==> config.mk <==
export PLATFORM = sky130hd
export DESIGN_NAME = uart_tx_param
export DESIGN_NICKNAME = d
export VERILOG_FILES = /design/src/rtl/uart_tx_param.sv
export SDC_FILE = /design/constraint.sdc
export NUM_CORES = 1
export LEC_CHECK = 0
export CAP_MARGIN = 40
export CORE_MARGIN = 8
export CORE_UTILIZATION = 51
export CTS_BUF_LIST = sky130_fd_sc_hd__clkbuf_8
export CTS_CLUSTER_SIZE = 8
export DETAILED_ROUTE_END_ITERATION = 10
export PLACE_DENSITY = 0.77
export SYNTH_ARGS = -nofsm -noshare
export SYNTH_HDL_FRONTEND = slang
export SYNTH_SLANG_ARGS = --single-unit
==> constraint.sdc <==
create_clock -name clk_3125 -period 1.7 [get_ports clk_3125]
set_input_delay 0.51 -clock clk_3125 [delete_from_list [all_inputs] [get_ports clk_3125]]
set_output_delay 0.51 -clock clk_3125 [all_outputs]
set_load 0.1 [all_outputs]
==> src/rtl/uart_tx_param.sv <==
// Parametrised UART transmitter with valid/ready intake, per-frame parity/stop selection.
// Optional line-break generation is compiled in with `define UART_TX_BREAK_EN.
module uart_tx_param #(
  parameter int CLKS_PER_BIT = 14,
  parameter int DATA_BITS    = 8,
  parameter int MSB_FIRST    = 1
) (
  input  logic                 clk_3125,
  input  logic                 rst_n,
  input  logic [DATA_BITS-1:0] tx_data,
  input  logic                 tx_valid,
  output logic                 tx_ready,
  input  logic                 parity_en,
  input  logic                 parity_type,
  input  logic                 stop2,
`ifdef UART_TX_BREAK_EN
  input  logic                 send_break,
`endif
  output logic                 tx,
  output logic                 tx_busy,
  output logic                 tx_done
);

  localparam int CW = $clog2(CLKS_PER_BIT);
  localparam int BW = $clog2(DATA_BITS);
  localparam logic [CW-1:0] LAST_CNT = CW'(CLKS_PER_BIT - 1);
  localparam logic [CW-1:0] DONE_CNT = CW'(CLKS_PER_BIT - 2);
  localparam logic [BW-1:0] LAST_BIT = BW'(DATA_BITS - 1);

  typedef enum logic [2:0] {
    S_IDLE, S_START, S_DATA, S_PARITY, S_STOP, S_BREAK, S_MAB
  } state_t;

  state_t                 state_reg;
  logic [CW-1:0]          cnt_reg;
  logic [BW-1:0]          bit_reg;
  logic [DATA_BITS-1:0]   shift_reg;
  logic                   par_en_reg;
  logic                   par_bit_reg;
  logic                   stop2_reg;
  logic                   stop_second_reg;
  logic                   bit_end;
  logic                   last_stop;

  // Next payload bit to put on the line, and the register after it has been consumed.
  function automatic logic head(input logic [DATA_BITS-1:0] v);
    return (MSB_FIRST != 0) ? v[DATA_BITS-1] : v[0];
  endfunction

  function automatic logic [DATA_BITS-1:0] advance(input logic [DATA_BITS-1:0] v);
    return (MSB_FIRST != 0) ? {v[DATA_BITS-2:0], 1'b0} : {1'b0, v[DATA_BITS-1:1]};
  endfunction

  assign bit_end   = (cnt_reg == LAST_CNT);
  assign last_stop = !stop2_reg || stop_second_reg;

`ifdef UART_TX_BREAK_EN
  assign tx_ready = (state_reg == S_IDLE) && !send_break;
`else
  assign tx_ready = (state_reg == S_IDLE);
`endif

  always_ff @(posedge clk_3125 or negedge rst_n) begin
    if (!rst_n) begin
      state_reg       <= S_IDLE;
      cnt_reg         <= '0;
      bit_reg         <= '0;
      shift_reg       <= '0;
      par_en_reg      <= 1'b0;
      par_bit_reg     <= 1'b0;
      stop2_reg       <= 1'b0;
      stop_second_reg <= 1'b0;
      tx              <= 1'b1;
      tx_busy         <= 1'b0;
      tx_done         <= 1'b0;
    end else begin
      tx_done <= 1'b0;
      if (state_reg != S_IDLE && state_reg != S_BREAK)
        cnt_reg <= bit_end ? '0 : cnt_reg + CW'(1);

      case (state_reg)
        S_IDLE: begin
`ifdef UART_TX_BREAK_EN
          if (send_break) begin
            state_reg <= S_BREAK;
            tx        <= 1'b0;
          end else
`endif
          if (tx_valid && tx_ready) begin
            shift_reg       <= tx_data;
            par_en_reg      <= parity_en;
            par_bit_reg     <= (^tx_data) ^ parity_type;
            stop2_reg       <= stop2;
            stop_second_reg <= 1'b0;
            cnt_reg         <= '0;
            tx              <= 1'b0;
            tx_busy         <= 1'b1;
            state_reg       <= S_START;
          end
        end
        S_START: begin
          if (bit_end) begin
            tx        <= head(shift_reg);
            shift_reg <= advance(shift_reg);
            bit_reg   <= '0;
            state_reg <= S_DATA;
          end
        end
        S_DATA: begin
          if (bit_end) begin
            if (bit_reg == LAST_BIT) begin
              tx        <= par_en_reg ? par_bit_reg : 1'b1;
              state_reg <= par_en_reg ? S_PARITY : S_STOP;
            end else begin
              tx        <= head(shift_reg);
              shift_reg <= advance(shift_reg);
              bit_reg   <= bit_reg + BW'(1);
            end
          end
        end
        S_PARITY: begin
          if (bit_end) begin
            tx        <= 1'b1;
            state_reg <= S_STOP;
          end
        end
        S_STOP: begin
          // Pulse lands in the final clock of the last stop bit.
          if (last_stop && cnt_reg == DONE_CNT)
            tx_done <= 1'b1;
          if (bit_end) begin
            if (last_stop) begin
              tx_busy   <= 1'b0;
              state_reg <= S_IDLE;
            end else begin
              stop_second_reg <= 1'b1;
            end
          end
        end
`ifdef UART_TX_BREAK_EN
        S_BREAK: begin
          if (!send_break) begin
            tx        <= 1'b1;
            cnt_reg   <= '0;
            state_reg <= S_MAB;
          end
        end
        S_MAB: begin
          if (bit_end)
            state_reg <= S_IDLE;
        end
`endif
        default: begin
          tx        <= 1'b1;
          tx_busy   <= 1'b0;
          state_reg <= S_IDLE;
        end
      endcase
    end
  end

endmodule

## After elaboration in Yosys (flattened, before gate mapping)

Cells that the tools add are included.

- Register bits: 25
- Output and inout port bits: 4
- Logic and storage cells: 90

- Add/sub/neg operators: 2
- Equality and inequality tests: 17
- Mux-type cells: 38
- Bitwise gates (word level): 3
- Reduce and logical (&&, ||, !) cells: 19

Operators with widths:

| operator | count |
|---|---|
| 3-bit two-way mux | 11 |
| 8-bit two-way mux | 4 |
| 8-bit case mux with 3 select lines | 1 |
| 4-bit two-way mux | 4 |
| 2-bit != test, second input constant | 8 |
| 3-bit case mux with 5 select lines | 1 |
| 1-bit two-way mux | 13 |
| 4-bit AND reduction | 3 |
| 5-bit AND reduction | 2 |
| 4-bit == test, second input constant | 2 |
| 8-bit parity | 1 |
| 7-bit AND reduction | 1 |
| 3-bit by 2-bit == test with 1-bit output, second input constant | 2 |
| 3-bit == test, second input constant | 2 |
| 3-bit case mux with 2 select lines | 1 |
| 3-bit nonzero test | 2 |
| 1-bit case mux with 5 select lines | 1 |
| 4-bit by 1-bit adder with 4-bit output, second input constant | 1 |
| 2-bit nonzero test | 2 |
| 3-bit by 1-bit adder with 3-bit output, second input constant | 1 |
| 3-bit by 1-bit == test with 1-bit output, second input constant | 1 |
| 1-bit logical AND | 3 |
| 3-bit logical NOT | 1 |
| 3-bit != test, second input constant | 1 |
| other kinds (9) | 10 |

## Longest topological paths before layout

Gate-level depths: netlist of run 1.

- Depth after elaboration: 5
- Mapped depth: 6
- Mapped depth without buffers: 6

## Worst setup path after synthesis of run 1

No wires, ideal clock.

- Kind: flip-flop to output port
- From: register state_reg[0]
- To: output port tx_ready
- Data arrival time: 2.107 ns
- Data required time: 1.190 ns
- Setup slack: -0.917 ns
- Cell stages (with the launch flop): 4
- Path buffers: 1
- Cells stage by stage: dfrtp_1 -> buf_6 -> or2_2 -> nor2_1

- Longest elaborated chain between the ends: 1

RTL lines:

| item | line | RTL |
|---|---|---|
| start, declared | 34 | `state_t state_reg;` |
| start signal, assigned | 113 | `state_reg <= par_en_reg ? S_PARITY : S_STOP;` |
| 3-bit logical NOT | 60 | `assign tx_ready = (state_reg == S_IDLE);` |
| end, declared | 12 | `output logic tx_ready,` |

Every way passes these cells.

## Worst setup path in the final report of run 1

Ends and elaborated chain as after synthesis.

==> out/metrics.yaml, run 1 <==
clocking:
  insertion_delay_ns: 0.27
  clockRootBuffer: "clkbuf_8"
  h-tree-depth: 1
  clockBufferDepth: 2
  clkTransAtPathRegs_ns: 0.08
  cts_num_sinks: 25
  cts_made_buffers: 3
  cts_tree: "done"
power:
  power_frac_comb: 0.114
  static-leakage-power_nw: 0.892
  pwr-share-clk: 0.321
  pwr-share-seq: 0.564
  vdd_drop_max_mv: 0.540
  switchingPower_mw: 0.235
  powerDensity_nw_per_um2: 559
  p_int_mw: 0.841
  netSwitchingFraction: 0.219
  total_power_mw: 1.08
worst_setup_path:
  crit_arrival_ns: 1.32
  path_class: "reg2out"
  cp.buffers_inverters: 2
  cp-start-kind: "flip-flop"
  end_kind: "output port"
  critPathMaxStageDelay_ns: 0.40
  path_max_fanout: 2
  crit_path_top_delay_cell: "dfrtp_1"
  cp_cell_sequence: "buf_6, or2_4, nor2_4, buf_12"
  crit_family: "flip-flops"
  critPathRequiredTime_ns: 1.19
grt:
  grt_pass1_vias: 1161
  grt_util_all_layers: 0.152
  antenna_found_initial: 0
  grt_overflow_total: 0
  grt_pass1_wl_mm: 5.44
  grt_max_degree: 19
die:
  initial_core_util: 0.521
  row_count: 19
  io_pins: 18
  die_h_um: 68.4
  die_x_um: 68.4
  core-area_sq_um: 2690
  die-area_sq_um: 4680
logic_synthesis:
  yosysUniqueCellTypes: 41
  yosysTopAreaCellShare: 0.429
  synth_compound_area_frac: 0.119
  synth-async-reset-ratio: 1.00
  synthesis.nets: 146
  netlist_area_sq_um: 1400
  synth-simple-area-share: 0.147
  synth_area_leaders: "dfrtp_1, mux2_2, a21oi_1"
  syn-mean-instance-area_sq_um: 10.8
  synth.mux.area_fraction: 0.168
  ys_seq_area_frac: 0.448
  synth_adder_area_share: 0.0179
  yosysTopAreaCell: "dfrtp_1"
  yosysWarnings: 0
  netlist_instances: 130
  synth-seq-cells: 25
  synthXorXnorAreaFrac: 0.0599
  synth_edf_count: 0
  synth_top_family_by_area: "multiplexers"
  synthFlopType: "dfrtp_1"
drt:
  drtIter0Drc: 44
  drtAntennaViolNets: 0
  drt_pass1_iterations: 4
  vias_per_cell: 5.64
  wl_mm: 3.08
  vias: 1116
  wl_per_cell_um: 15.6
  drc: 0
timing:
  final_max_slew_viol_count: 0
  period_needed_ns: 1.83
  relSlewSlack: 0.722
  final_hold_viol_count: 0
  fin_worst_skew_ns: 0.00658
  period_share: 1.08
  rsz0062_at_grt: "yes"
  worst_slew_pin_slew_ns: 0.416
  fmaxAchievable_ghz: 0.546
  setup_ws_ns: -0.132
  setup_viol: 9
place:
  dp_hpwl_mm: 2.23
  routabilityCongestion: 0.830
  preCtsSetupSlack_ns: -0.280
  numPortBuffers: 17
layout:
  area_growth_pct: 37.5
  layout_commonest_cell: "dfrtp_1"
  nNetsFinal: 184
  antennaDiodeCount: 0
  largest_reg_flops: 8
  layout_common_cells: "dfrtp_1, buf_4, mux2_2, clkdlybuf4s50_1, a21oi_1"
  drive_above_1_share: 0.383
flow_run:
  cap_viol_max_count: 0
status:
  outcome: "finished, violations left"
  violations: "negative setup slack"
min_path:
  min_path_type: "reg2reg"
## power groups by stage
stage | sequential, mW | combinational (mW) | clock [mW]
after floorplan | 0.627 | 0.0475 | 0
after global placement | 0.619 | 0.118 | 0
after detailed placement | 0.619 | 0.121 | 0
after CTS | 0.608 | 0.125 | 0.362
after global routing | 0.609 | 0.134 | 0.385
final | 0.608 | 0.123 | 0.346
## Yosys cell counts (all sizes together), types with 3 or more instances
| cell type | count |
|---|---|
| a21oi | 12 |
| dfrtp | 24 |
| buf | 4 |
| o21ai | 6 |
| mux2 | 20 |
| nor2 | 11 |
| nand2b | 3 |
| nor2b | 5 |
| nand2 | 7 |
| inv | 6 |
| xnor2 | 4 |
| xor2 | 3 |
## routing by layer
| layer | track usage | up-vias | part of all wire |
|---|---|---|---|
| met5 | 0 | - | 0 |
| met4 | 0.0639 | 0 | 0.017 |
| met3 | 0.0245 | 6 | 0.042 |
| met2 | 0.266 | 25 | 0.51 |
| met1 | 0.178 | 555 | 0.43 |
| li1 | - | 530 | - |
## cell type report
type                    count  area (sq um)
repair buffers             38           403
flip-flops and latches     25           628
well taps                  31          38.8
clock buffers               3          41.3
fillers                   188           761
clock inverters             1          5.00
multi-input cells          94           787
inverters                   6          22.5
## per-stage QoR
step | instances | setup TNS (ns) | hold slack (ns) | utilization | instance area [sq um]
3_5_place_dp | 189 | -3.14 | 0.495 | 0.654 | 1760
4_1_cts | 198 | -0.753 | 0.521 | 0.711 | 1910
3_3_place_gp | 189 | -2.87 | 0.485 | 0.654 | 1760
6_report | 198 | -0.551 | 0.516 | 0.717 | 1930
2_1_floorplan | 130 | -1.03 | 0.214 | - | 1410
5_1_grt | 198 | -1.26 | 0.536 | 0.717 | 1930
## timing repair
| item | CTS | global route |
|---|---|---|
| gates resized for setup | 15 | 5 |
| pin swaps | 6 | 6 |
| setup buffers | 5 | 0 |
| endpoints found under the setup margin | 12 | 17 |
| hold buffers | 0 | 0 |
## cell families (layout without fill, tap and decap cells)
logic type | count (synthesis) | in the layout
and+or+nand+nor | 37 | 37
AOI/OAI and AO/OA | 26 | 26
DFF | 25 | 25
muxes | 21 | 21
buffers and inverters | 11 | 48
xor gates and xnor gates | 8 | 8
adders and majority gates | 2 | 2
## path summary, 6_finish.rpt
| kind | startpoint | end | slack (ns) | depth (start not counted) |
|---|---|---|---|---|
| setup / recovery | state_reg[0] | tx_ready | -0.13 | 4 |
| max in group asynchronous | rst_n | state_reg[0] | 0.73 | 2 |
| min in group asynchronous | rst_n | tx_done | 0.53 | 1 |
| hold / removal | shift_reg[6] | shift_reg[6] | 0.52 | 1 |
| hold reg to reg | shift_reg[6] | shift_reg[6] | 0.52 | 1 |
| setup reg to reg | state_reg[0] | shift_reg[5] | -0.07 | 6 |
Note: power is estimated with default switching activity, not from simulation.
==> inputs of run 2 (changes only) <==
- SETUP_SLACK_MARGIN: unset -> 0.02
==> out/metrics.yaml, run 2 (synthesis gave the netlist of run 1 again) <==
drt:
  wl_per_cell_um: 15.0
  vias: 1084
  drt_pass1_iterations: 4
  wl_mm: 3.01
  drc: 0
  vias_per_cell: 5.42
  drtAntennaViolNets: 0
  drtIter0Drc: 47
worst_setup_path:
  end_kind: "output port"
  path_max_fanout: 2
  reg2reg_slack_ns: -0.06
  path_class: "reg2out"
  crit_arrival_ns: 1.35
  critPathRequiredTime_ns: 1.19
  cp-start-kind: "flip-flop"
layout:
  drive_above_1_share: 0.408
  layout_common_cells: "dfrtp_1, buf_4, mux2_4, clkdlybuf4s50_1, a21oi_1"
  antennaDiodeCount: 0
  seq_area_sq_um: 629
  layout_commonest_cell: "dfrtp_1"
  nNetsFinal: 186
  largest_reg_flops: 8
  multi_input_area_sq_um: 826
  final_cells: 200
  area_growth_pct: 41.6
  fillerInstances: 191
power:
  pwr-share-seq: 0.560
  netSwitchingFraction: 0.224
  power_frac_comb: 0.114
  total_power_mw: 1.09
  powerDensity_nw_per_um2: 548
  pwr-share-clk: 0.326
  switchingPower_mw: 0.244
  vdd_drop_max_mv: 0.578
  static-leakage-power_nw: 0.922
  p_int_mw: 0.842
timing:
  relSlewSlack: 0.729
  final_hold_viol_count: 0
  setup_tns_ns: -0.648
  worst_slew_pin_slew_ns: 0.405
  setup_viol: 12
  rsz0062_at_grt: "yes"
  fmaxAchievable_ghz: 0.537
  fin_worst_skew_ns: 0.00355
  setup_ws_ns: -0.161
  final_max_slew_viol_count: 0
  period_share: 1.09
  period_needed_ns: 1.86
place:
  numPortBuffers: 17
  routabilityCongestion: 0.850
  dp_hpwl_mm: 2.11
  dp_cells: 189
  preCtsSetupSlack_ns: -0.274
clocking:
  insertion_delay_ns: 0.27
  cts_tree: "done"
  clkTransAtPathRegs_ns: 0.09
  clockRootBuffer: "clkbuf_8"
  h-tree-depth: 1
  hold_buffers: 0
  cts_made_buffers: 3
  cts_num_sinks: 25
  clockBufferDepth: 2
status:
  violations: "negative setup slack"
  outcome: "finished, violations left"
min_path:
  min_path_type: "reg2reg"
die:
  io_pins: 18
  initial_core_util: 0.521
  row_count: 19
  die_x_um: 68.4
  die_h_um: 68.4
  die-area_sq_um: 4680
  core-area_sq_um: 2690
grt:
  grt_pass1_vias: 1102
  grt_max_degree: 19
  grt_util_all_layers: 0.144
  antenna_found_initial: 0
  grt_pass1_wl_mm: 5.09
  grt_overflow_total: 0
flow_run:
  cap_viol_max_count: 0
## run 2: stage by stage
step | util | hold WS (ns) | area, sq um
after CTS | 0.719 | 0.502 | 1930
after detailed placement | 0.654 | 0.488 | 1760
final | 0.738 | 0.506 | 1980
after floorplan | - | 0.214 | 1410
after global routing | 0.738 | 0.523 | 1980
after global placement | 0.654 | 0.485 | 1760
## run 2: what timing repair did
item	4_1_cts	5_1_grt
pin swaps	8	8
hold endpoints to repair	0	0
setup endpoints to repair	13	15
buffers inserted	5	2
gates resized for setup	20	8
## run 2: worst max-delay path, stage by stage (launching register included)
cell and delay [ns]:
dfrtp_2 0.43, buf_6 0.12, or2_4 0.26, nor2_4 0.10, buf_12 0.18
## run 2: per-layer routing
layer,part of all wire,up-vias,track usage
met5,0,-,0
met4,0.012,0,0.0537
met3,0.036,4,0.0327
met2,0.50,18,0.252
met1,0.45,527,0.168
li1,-,535,-
## run 2: final cells by class
cell class	instances	area share
Clock buffer	3	0.0208
Sequential cell	25	0.317
Timing Repair Buffer	40	0.212
Clock inverter	1	0.00252
Tap cell	31	0.0196
Multi-Input combinational cell	94	0.416
Inverter	6	0.0114
## run 2: power by group through the flow
stage | registers [mW] | clock network [mW] | logic (mW)
floorplan | 0.627 | 0 | 0.0475
global placement | 0.619 | 0 | 0.118
detailed placement | 0.619 | 0 | 0.120
CTS | 0.608 | 0.357 | 0.124
global route | 0.609 | 0.390 | 0.134
finish | 0.608 | 0.355 | 0.124
## run 2: worst paths after layout
check | startpoint | end | depth (start not counted)
hold / removal | cnt_reg[1] | tx_done | 1
max in group asynchronous | rst_n | bit_reg[2] | 2
setup / recovery | state_reg[0] | tx_ready | 4
min in group asynchronous | rst_n | tx_done | 1
setup reg to reg | state_reg[0] | shift_reg[4] | 6
hold reg to reg | cnt_reg[1] | tx_done | 1
